[src/rtl/vga_timing_gen.sv]
`default_nettype none
// ============================================================================
// vga_timing_gen : parametrised VGA raster timing (sync, DE, coords, strobes).
// Option macro VGA_TIMING_FRAME_CNT_EN enables the completed-frame counter.
// Revision: 1.0
// ============================================================================
module vga_timing_gen #(
  parameter int H_ACTIVE = 640,
  parameter int H_FP     = 16,
  parameter int H_SYNC   = 96,
  parameter int H_BP     = 48,
  parameter int V_ACTIVE = 480,
  parameter int V_FP     = 10,
  parameter int V_SYNC   = 2,
  parameter int V_BP     = 33,
  parameter bit HS_POL   = 1'b0,
  parameter bit VS_POL   = 1'b0,
  parameter int CLK_DIV  = 1,
  parameter int FC_W     = 8,
  localparam int H_TOTAL = H_ACTIVE + H_FP + H_SYNC + H_BP,
  localparam int V_TOTAL = V_ACTIVE + V_FP + V_SYNC + V_BP,
  localparam int HW      = (H_TOTAL > 1) ? $clog2(H_TOTAL) : 1,
  localparam int VW      = (V_TOTAL > 1) ? $clog2(V_TOTAL) : 1
) (
  input  logic            clk,
  input  logic            rst_n,
  input  logic            ena,
  output logic            hsync,
  output logic            vsync,
  output logic            display_on,
  output logic [HW-1:0]   hpos,
  output logic [VW-1:0]   vpos,
  output logic            pix_stb,
  output logic            line_start,
  output logic            frame_start,
  output logic [FC_W-1:0] frame_cnt
);

  localparam int DIV_W    = (CLK_DIV > 1) ? $clog2(CLK_DIV) : 1;
  localparam int HS_START = H_ACTIVE + H_FP;
  localparam int HS_END   = H_ACTIVE + H_FP + H_SYNC;
  localparam int VS_START = V_ACTIVE + V_FP;
  localparam int VS_END   = V_ACTIVE + V_FP + V_SYNC;

  localparam logic [DIV_W-1:0] C_DIV_LAST = DIV_W'(CLK_DIV - 1);
  localparam logic [HW-1:0]    C_H_LAST   = HW'(H_TOTAL - 1);
  localparam logic [VW-1:0]    C_V_LAST   = VW'(V_TOTAL - 1);

  logic [DIV_W-1:0] r_div;
  logic [DIV_W-1:0] w_div_nxt;
  logic             w_div_wrap;
  logic             w_h_wrap;
  logic             w_v_wrap;
  logic [HW-1:0]    w_hpos_nxt;
  logic [VW-1:0]    w_vpos_nxt;
  logic             w_hs_act;
  logic             w_vs_act;
  logic             w_de_nxt;

  // Sync and display-enable are decoded from the next counts so the registered
  // levels line up with the registered coordinates.
  always_comb begin
    w_div_wrap = (r_div == C_DIV_LAST);
    w_div_nxt  = w_div_wrap ? '0 : r_div + DIV_W'(1);
    w_h_wrap   = w_div_wrap && (hpos == C_H_LAST);
    w_v_wrap   = w_h_wrap && (vpos == C_V_LAST);
    w_hpos_nxt = hpos;
    w_vpos_nxt = vpos;
    if (w_div_wrap) begin
      w_hpos_nxt = w_h_wrap ? '0 : hpos + HW'(1);
      if (w_h_wrap) begin
        w_vpos_nxt = w_v_wrap ? '0 : vpos + VW'(1);
      end
    end
    w_hs_act = (int'(w_hpos_nxt) >= HS_START) && (int'(w_hpos_nxt) < HS_END);
    w_vs_act = (int'(w_vpos_nxt) >= VS_START) && (int'(w_vpos_nxt) < VS_END);
    w_de_nxt = (int'(w_hpos_nxt) < H_ACTIVE) && (int'(w_vpos_nxt) < V_ACTIVE);
  end

  always_ff @(posedge clk or negedge rst_n) begin
    if (!rst_n) begin
      r_div       <= '0;
      hpos        <= '0;
      vpos        <= '0;
      hsync       <= ~HS_POL;
      vsync       <= ~VS_POL;
      display_on  <= 1'b1;
      pix_stb     <= 1'b0;
      line_start  <= 1'b0;
      frame_start <= 1'b0;
    end else begin
      pix_stb     <= 1'b0;
      line_start  <= 1'b0;
      frame_start <= 1'b0;
      if (ena) begin
        r_div   <= w_div_nxt;
        pix_stb <= w_div_wrap;
        if (w_div_wrap) begin
          hpos        <= w_hpos_nxt;
          vpos        <= w_vpos_nxt;
          hsync       <= w_hs_act ? HS_POL : ~HS_POL;
          vsync       <= w_vs_act ? VS_POL : ~VS_POL;
          display_on  <= w_de_nxt;
          line_start  <= w_h_wrap;
          frame_start <= w_v_wrap;
        end
      end
    end
  end

`ifdef VGA_TIMING_FRAME_CNT_EN
  always_ff @(posedge clk or negedge rst_n) begin
    if (!rst_n) begin
      frame_cnt <= '0;
    end else if (ena && w_v_wrap) begin
      frame_cnt <= frame_cnt + FC_W'(1);
    end
  end
`else
  assign frame_cnt = '0;
`endif

endmodule
`default_nettype wire

[config.mk]
export PLATFORM = sky130hd
export DESIGN_NAME = vga_timing_gen
export DESIGN_NICKNAME = d
export VERILOG_FILES = /design/src/rtl/vga_timing_gen.sv
export SDC_FILE = /design/constraint.sdc
export NUM_CORES = 1
export LEC_CHECK = 0
export ABC_AREA = 1
export CAP_MARGIN = 20
export CELL_PAD_IN_SITES_DETAIL_PLACEMENT = 1
export CELL_PAD_IN_SITES_GLOBAL_PLACEMENT = 1
export CORE_AREA = 3 3 71 80
export CTS_CLUSTER_SIZE = 12
export DETAILED_ROUTE_END_ITERATION = 10
export DIE_AREA = 0 0 74 83
export GPL_ROUTABILITY_DRIVEN = 0
export PLACE_DENSITY_LB_ADDON = 0.2
export SYNTH_ARGS = -nofsm -noshare
export SYNTH_HDL_FRONTEND = slang
export SYNTH_SLANG_ARGS = --single-unit
[constraint.sdc]
create_clock -name clk -period 1.7 [get_ports clk]
set_input_delay 0.255 -clock clk [delete_from_list [all_inputs] [get_ports clk]]
set_output_delay 0.255 -clock clk [all_outputs]
set_load 0.01 [all_outputs]
* Word-level counts from Yosys, hierarchy flattened *
Cells that the tools add are included.

storage, ports and cells
  input bits = 3
  word-level logic and storage cells = 40
  flip-flop bits (word level) = 27

operators by class
  equal/unequal tests = 2
  bitwise gates (word level) = 1
  order comparisons = 6
  multiplexer cells = 13
  add/subtract/negate cells = 3
  reductions and logical operators = 6

operators by type and width
  operator               number
  $mux 10                5
  $add 10x1->10 const B  2
  $eq 10x10->1 const B   2
  $lt 10x10->1 const B   2
  $lt 10x9->1 const B    2
  $ge 10x10->1 const B   1
  $ge 10x9->1 const B    1
  $mux 1                 8
  $logic_and 1x1->1      5
  $reduce_and 2->1       1
  $add 1x1->1 const B    1
  $not 1->1              1

* Depth between registers and ports, before layout *
Gate-level depths: netlist (run 1).

  depth after elaboration = 9
  mapped depth = 12
  depth with buffers taken out = 12

* Worst setup path after synthesis (run 1) *
Ideal clock, no wire load.

  path type = register to register
  from = register hpos[0]
  to = register display_on
  data arrival time = 1.563 ns
  period minus slack after synthesis = 1.639 ns
  setup time = 0.076 ns
  cell stages (with the launch flop) = 12
  slack = 0.061 ns
  required time = 1.624 ns
  path through = dfrtp_1 -> ha_1 -> nand2_2 -> nor2_8 -> inv_4 -> nor2_8 -> nand3_2 -> nand2_1 -> nand3_2 -> and2_4 -> nand3_1 -> nand2_1

on the way
  cells in the longest elaborated chain, start to end = 8
  elaborated cells on any way between the ends = 12
  classes of those cells = 1 x add/sub; 2 x order compare; 1 x eq/ne; 5 x mux; 3 x reduce/logical

RTL lines
  item                                                                   line  text
  start: declaration                                                     31    output logic [HW-1:0] hpos,
  start signal: assignment                                               99    hpos <= w_hpos_nxt;
  parallel branches: the longest is 7 deep, another holds $add 10x1->10  n/a
  $logic_and 1x1->1 (*)                                                  77    w_de_nxt = (int'(w_hpos_nxt) < H_ACTIVE) && (int'(w_vpos_nxt) < V_ACTIVE);
  end signal: assignment                                                 103   display_on <= w_de_nxt;
  end: declaration                                                       30    output logic display_on,

Every way passes the cells marked *.
A chain may end at the register's enable or synchronous reset.

* Worst setup path after layout (run 1) *
  from = register hpos[1]
  to = register vsync

on the way
  cells in the longest elaborated chain, start to end = 9
  elaborated cells on any way between the ends = 10
  classes of those cells = 2 x order compare; 1 x eq/ne; 4 x mux; 3 x reduce/logical

RTL lines
  item                                        line  text
  $eq 10x10->1 (*)                            65    w_h_wrap = w_div_wrap && (hpos == C_H_LAST);
  $logic_and 1x1->1 (*)                       65
  $logic_and 1x1->1                           66    w_v_wrap = w_h_wrap && (vpos == C_V_LAST);
  $mux 10                                     72    w_vpos_nxt = w_v_wrap ? '0 : vpos + VW'(1);
  $mux 10 (*)                                 71    if (w_h_wrap) begin
  $mux 10 (*)                                 69    if (w_div_wrap) begin
  $ge 10x9->1 or $lt 10x9->1 (tied branches)  76    w_vs_act = (int'(w_vpos_nxt) >= VS_START) && (int'(w_vpos_nxt) < VS_END);
  $logic_and 1x1->1 (*)                       76
  $mux 1 (*)                                  102   vsync <= w_vs_act ? VS_POL : ~VS_POL;
  end signal: assignment                      86    vsync <= ~VS_POL;
  end signal: assignment                      102
  end: declaration                            29    output logic vsync,

Mark *: on every way between the ends. The rest lies on a longest branch, timed or not.

==> flow_summary.toml, run 1 <==
[synth]
synth_cell_types = 27
synth_top_area_share_pct = 33.77
synth_compound_area_share_pct = 8.003
yosysTopAreaCell = "dfrtp_1"
synth-seq-cells = 26
synth-simple-area-share_pct = 37.81
synth_fa_ha_area_share_pct = 2.937
ys_top_cells_by_area = "dfrtp_1 34%, nand2_1 14%, nand3_1 7.6%"
synth_xor_area_share_pct = 1.028
synth.avg_cell_area_um2 = 7.101
postSynthCellCount = 240
synth.cell_area_mm2 = 0.001704
synthMuxAreaShare_pct = 0
seq_area_frac_synth_pct = 38.40
yosysWarnings = 0
synth_top_family_by_area = "simple AND/OR/NAND/NOR gates"

[detailed_routing]
via_per_inst = 4.922
dr.pass1.iters = 4
routedWlPerCell_um = 15.02
drc = 0
drtAntennaViolNets = 0
drtIter0Drc = 89
vias = 1762
wl_mm = 5.377

[global_route]
grt_usage_pct = 18.07
antenna_found_initial = 0
grt_overflow = 0
grt_pass1_wl_mm = 8.790
grt_pass1_vias = 1850
grt_max_degree = 27

[floorplanning]
start_util_pct = 34.32
die_area_mm2 = 0.006142
ios = 37
fp.coreArea_mm2 = 0.004966
rows = 27
die_w_um = 74
die_y_um = 83

[layout]
area_delta_synth_final_pct = 44.71
n_antenna_cell = 0
utilization_pct = 49.66
most-common-layout-cells = "59 x nand2_1, 30 x buf_4, 29 x inv_1"
drive_above_1_share_pct = 29.00
fin_nets = 308
final_common_cell = "nand2_1"

[worst_setup_path]
endpoint_kind = "flip-flop"
regToRegSetupSlack_ps = -40
cp-start-kind = "flip-flop"
path_class = "flip-flop to flip-flop"
reg2regPathDepth = 12
crit_required_ps = 1920
arrival_ps = 1950
path_max_fanout = 6

[sta]
hold_violations = 0
finalSetupViolations = 1
min_period_ps = 1737
timing.fmax_mhz = 575.6
hold-worst-slack_ps = 339.0
finalMaxSlewViolations = 0
layout_setup_ws_ps = -37.28
final.period_utilization_pct = 102.2
fin_skew_ps = 9.003
tns_ps = -37.28
rsz0062_at_grt = "true"

[clocking]
cts_tree = "done"
clk_pin_slew_ps = 100
cts_max_level = 1
cts_sinks = 26
cts_root_buf = "clkbuf_8"
clk_path_buf_depth = 2
hold_buffers = 0
cts_buffers = 3
clk-insertion-delay-late_ps = 280

[power]
pwr_density_cell_mw_per_mm2 = 933.4
p_leak_nw = 1.221
finalPower_mw = 2.302
peakVddDrop_uv = 562.0

[place]
dp_hpwl_mm = 3.814
pre_cts_ws_ps = -75.40
portBuffers = 28

[run]
max_cap_viol_count = 0

[status]
outcome = "finished with violations"
violations = "setup timing"

[hold_path]
worst_hold_path_type = "input port to asynchronous set/reset pin"
where the power goes:
group,internal [mW],switching [mW]
registers,0.737,0.162
logic,0.456,0.527
clock network,0.208,0.214
critical path: stages, from the launching register on:
cell     delay [ps]
dfrtp_1         380
ha_2            210
nand2_4          80
nor2_8          180
inv_4            70
nor2_8          150
nand3_2         100
nand2_2         100
inv_2            50
nor2_4          110
nand3_2          90
nor2_2          100
nor2_1           50
cells by family after synthesis:
family	after synthesis
simple gates	137
flops	26
compound gates	26
xor+xnor	2
other cells	1
buf+inv	44
fa+ha+maj	4
Yosys cell counts:
| cell | n |
|---|---|
| nor2_8 | 2 |
| nand4_1 | 8 |
| inv_4 | 1 |
| a21oi_1 | 3 |
| conb_1 | 1 |
| buf_4 | 8 |
| and2_4 | 1 |
| clkbuf_1 | 3 |
| nand2_2 | 2 |
| o21bai_1 | 1 |
| dfstp_2 | 3 |
| ha_1 | 4 |
| a21oi_2 | 1 |
| inv_2 | 1 |
| dfrtp_1 | 23 |
| o21ai_0 | 18 |
| nand3_2 | 2 |
| nor2_2 | 2 |
| xor2_1 | 2 |
| nor3_1 | 1 |
| nor2_4 | 1 |
| o21ai_1 | 3 |
| nand4_2 | 1 |
| nand2_1 | 64 |
| nand3_1 | 26 |
| inv_1 | 31 |
| nor2_1 | 27 |
path summary, 6_finish.rpt:
| check | start | endpoint |
|---|---|---|
| max | hpos[1]$_DFFE_PN0P_ | vsync$_DFFE_PN1P_ |
| min | rst_n | hpos[4]$_DFFE_PN0P_ |
| max reg2reg | hpos[1]$_DFFE_PN0P_ | vsync$_DFFE_PN1P_ |
| min reg2reg | display_on$_DFFE_PN1P_ | display_on$_DFFE_PN1P_ |
| max in group asynchronous | rst_n | vsync$_DFFE_PN1P_ |
| min in group clk | display_on$_DFFE_PN1P_ | display_on$_DFFE_PN1P_ |
metal layers:
layer	vias to the layer above	GRT usage, %	routed length [µm]
li1	870	-	-
met4	0	6.755	110
met2	32	29.60	2830
met3	11	2.663	126
met5	-	0	0
met1	849	23.53	2309
state kept, by name, indices dropped and copies added, names as in the netlist:
register	flops
pix_stb	1
vpos	10
vsync	1
line_start	1
display_on	1
hpos	10
frame_start	1
hsync	1
area by class of cell:
type / instances / area (µm²)
multi-input combinational: 177 / 1008
clock buffer: 4 / 55.05
inverter: 33 / 126.4
timing repair buffer: 60 / 541.8
sequential: 26 / 661.9
fill: 624 / 2500
tap: 58 / 72.57
timing repair:
action,CTS,global route
setup endpoints to repair,3,10
pin swaps,1,16
buffers inserted,5,9
resized for setup,2,44
hold endpoints to repair,0,0
through the flow:
stage                     area (µm²)  cells
after floorplan                 1730    247
after global placement          2147    340
after detailed placement        2147    340
after CTS                       2257    349
after global routing            2466    358
final                           2466    358
Power figures use the tool's default switching activity.
==> run 2, diff against run 1 <==
--- a/config.mk
+++ b/config.mk
@@ -9,10 +9,10 @@
 export CAP_MARGIN = 20
 export CELL_PAD_IN_SITES_DETAIL_PLACEMENT = 1
 export CELL_PAD_IN_SITES_GLOBAL_PLACEMENT = 1
-export CORE_AREA = 3 3 71 80
+export CORE_AREA = 2 2 70 79
 export CTS_CLUSTER_SIZE = 12
 export DETAILED_ROUTE_END_ITERATION = 10
-export DIE_AREA = 0 0 74 83
+export DIE_AREA = 0 0 72 81
 export GPL_ROUTABILITY_DRIVEN = 0
 export PLACE_DENSITY_LB_ADDON = 0.2
 export SYNTH_ARGS = -nofsm -noshare
==> flow_summary.toml, run 2 (synthesis gave the netlist of run 1 again) <==
[detailed_routing]
drtIter0Drc = 38
drtAntennaViolNets = 0
routedWlPerCell_um = 14.09
drc = 0
via_per_inst = 4.857
wl_mm = 5.015
vias = 1729
dr.pass1.iters = 4

[status]
violations = "setup timing"
outcome = "finished with violations"

[floorplanning]
die_area_mm2 = 0.005832
die_y_um = 81
start_util_pct = 33.09
die_w_um = 72
fp.coreArea_mm2 = 0.005150
ios = 37
rows = 28

[power]
finalPower_mw = 2.364
pwr_density_cell_mw_per_mm2 = 992.9
peakVddDrop_uv = 528.9
p_leak_nw = 1.195

[worst_setup_path]
cp_cell_sequence = "nand2_1 -> nor2_8 -> inv_4 -> nor2_8 -> buf_4 -> nand4_1 -> nand2_1 -> nor2_1 -> nand3_1 -> nor2_1 -> nor2_1"
path_buf_inv = 2
endpoint_kind = "flip-flop"
path_class = "flip-flop to flip-flop"
crit_required_ps = 1920
crit_slowest_cell = "dfrtp_1"
crit_top_cell = "nor2_1"
path_max_fanout = 6
slowest_delay_ps = 420
cp-start-kind = "flip-flop"
path_depth = 11
critPathTopFamily = "simple AND/OR/NAND/NOR gates"
arrival_ps = 1940
reg2regPathDepth = 11

[clocking]
cts_tree = "done"
clk_path_buf_depth = 2
cts_buffers = 3
cts_sinks = 26
hold_buffers = 0
cts_root_buf = "clkbuf_8"
clk_pin_slew_ps = 100
clk-insertion-delay-late_ps = 280
cts_max_level = 1

[layout]
most-common-layout-cells = "61 x nand2_1, 31 x inv_1, 27 x clkdlybuf4s50_1, 27 x buf_4, 23 x nor2_1"
area_delta_synth_final_pct = 39.72
final_common_cell = "nand2_1"
drive_above_1_share_pct = 22.30
fin_nets = 304
top_regs = "hpos: 10 flops, vpos: 10 flops"
n_antenna_cell = 0

[sta]
timing.fmax_mhz = 582.1
final.period_utilization_pct = 101.1
hold-worst-slack_ps = 343.2
finalSetupViolations = 1
finalMaxSlewViolations = 0
rsz0062_at_grt = "true"
tns_ps = -17.95
min_period_ps = 1718
fin_skew_ps = 6.772
hold_violations = 0
layout_setup_ws_ps = -17.95

[global_route]
grt_max_degree = 27
grt_usage_pct = 17.65
antenna_found_initial = 0
grt_pass1_vias = 1715
grt_overflow = 0
grt_pass1_wl_mm = 8.038

[hold_path]
worst_hold_path_type = "input port to asynchronous set/reset pin"

[run]
max_cap_viol_count = 0

[place]
dp_hpwl_mm = 3.711
portBuffers = 28
==> run 2: cell count changes in the layout (fill, tap and decap cells not counted), moves of 3 or more <==
cell	previous run	this run
nor2_2	8	5
dfrtp_1	17	20
dfrtp_2	6	3
nor2_1	18	23
buf_4	30	27
==> run 2: worst register-to-register path: cells and delay by family, from the launching register on <==
family | cells | cell delay (ps)
flops | 1 | 420
buf+inv | 2 | 200
simple gates | 9 | 1040
==> run 2: timing repair <==
action | CTS | global route
resized for setup | 2 | 23
endpoints found under the setup margin | 3 | 8
buffers inserted | 0 | 9
pin swaps | 1 | 11
==> run 2: path summary, 6_finish.rpt <==
path                                   startpoint                endpoint  slack, ps
setup / recovery              hpos[4]$_DFFE_PN0P_       vsync$_DFFE_PN1P_        -20
hold / removal                              rst_n     hpos[4]$_DFFE_PN0P_        340
setup reg to reg              hpos[4]$_DFFE_PN0P_       vsync$_DFFE_PN1P_        -20
hold reg to reg            display_on$_DFFE_PN1P_  display_on$_DFFE_PN1P_        480
max in group asynchronous                   rst_n       vsync$_DFFE_PN1P_       1050
min in group clk           display_on$_DFFE_PN1P_  display_on$_DFFE_PN1P_        480
==> run 2: power breakdown <==
part / switching [mW] / internal (mW)
Clock: 0.223 / 0.316
Combinational: 0.489 / 0.432
Sequential: 0.172 / 0.732
==> run 2: through the flow <==
| step | cells | setup WS [ps] | instance area [µm²] | util, % |
|---|---|---|---|---|
| after floorplan | 247 | 60.96 | 1730 | - |
| after global placement | 343 | 48.77 | 2157 | 41.89 |
| after detailed placement | 343 | 18.15 | 2157 | 41.89 |
| after CTS | 347 | 8.719 | 2231 | 43.32 |
| after global routing | 356 | -155.3 | 2381 | 46.23 |
| final | 356 | -17.95 | 2381 | 46.23 |
==> run 2: routing by layer <==
metal / routed length (µm) / up-vias / track usage [%]
met3: 109 / 4 / 1.861
met5: 0 / - / 0
met2: 2662 / 25 / 32.87
li1: - / 860 / -
met1: 2202 / 840 / 21.85
met4: 40 / 0 / 3.962
==> run 2: cell type report <==
type,instances,area [µm²]
fill,656,2769
multi-input combinational,177,953.4
sequential,26,658.1
timing repair buffer,56,496.7
inverter,33,126.4
tap,60,75.07
clock buffer,3,41.29
clock inverter,1,30.03
==> run 3, diff against run 2 <==
--- a/config.mk
+++ b/config.mk
@@ -6,7 +6,6 @@
 export NUM_CORES = 1
 export LEC_CHECK = 0
 export ABC_AREA = 1
-export CAP_MARGIN = 20
 export CELL_PAD_IN_SITES_DETAIL_PLACEMENT = 1
 export CELL_PAD_IN_SITES_GLOBAL_PLACEMENT = 1
 export CORE_AREA = 2 2 70 79
@@ -15,6 +14,7 @@
 export DIE_AREA = 0 0 72 81
 export GPL_ROUTABILITY_DRIVEN = 0
 export PLACE_DENSITY_LB_ADDON = 0.2
+export SLEW_MARGIN = 20
 export SYNTH_ARGS = -nofsm -noshare
 export SYNTH_HDL_FRONTEND = slang
 export SYNTH_SLANG_ARGS = --single-unit
==> results of run 3 <==
The final DEF is identical to that of run 2; final timing and power are the same.
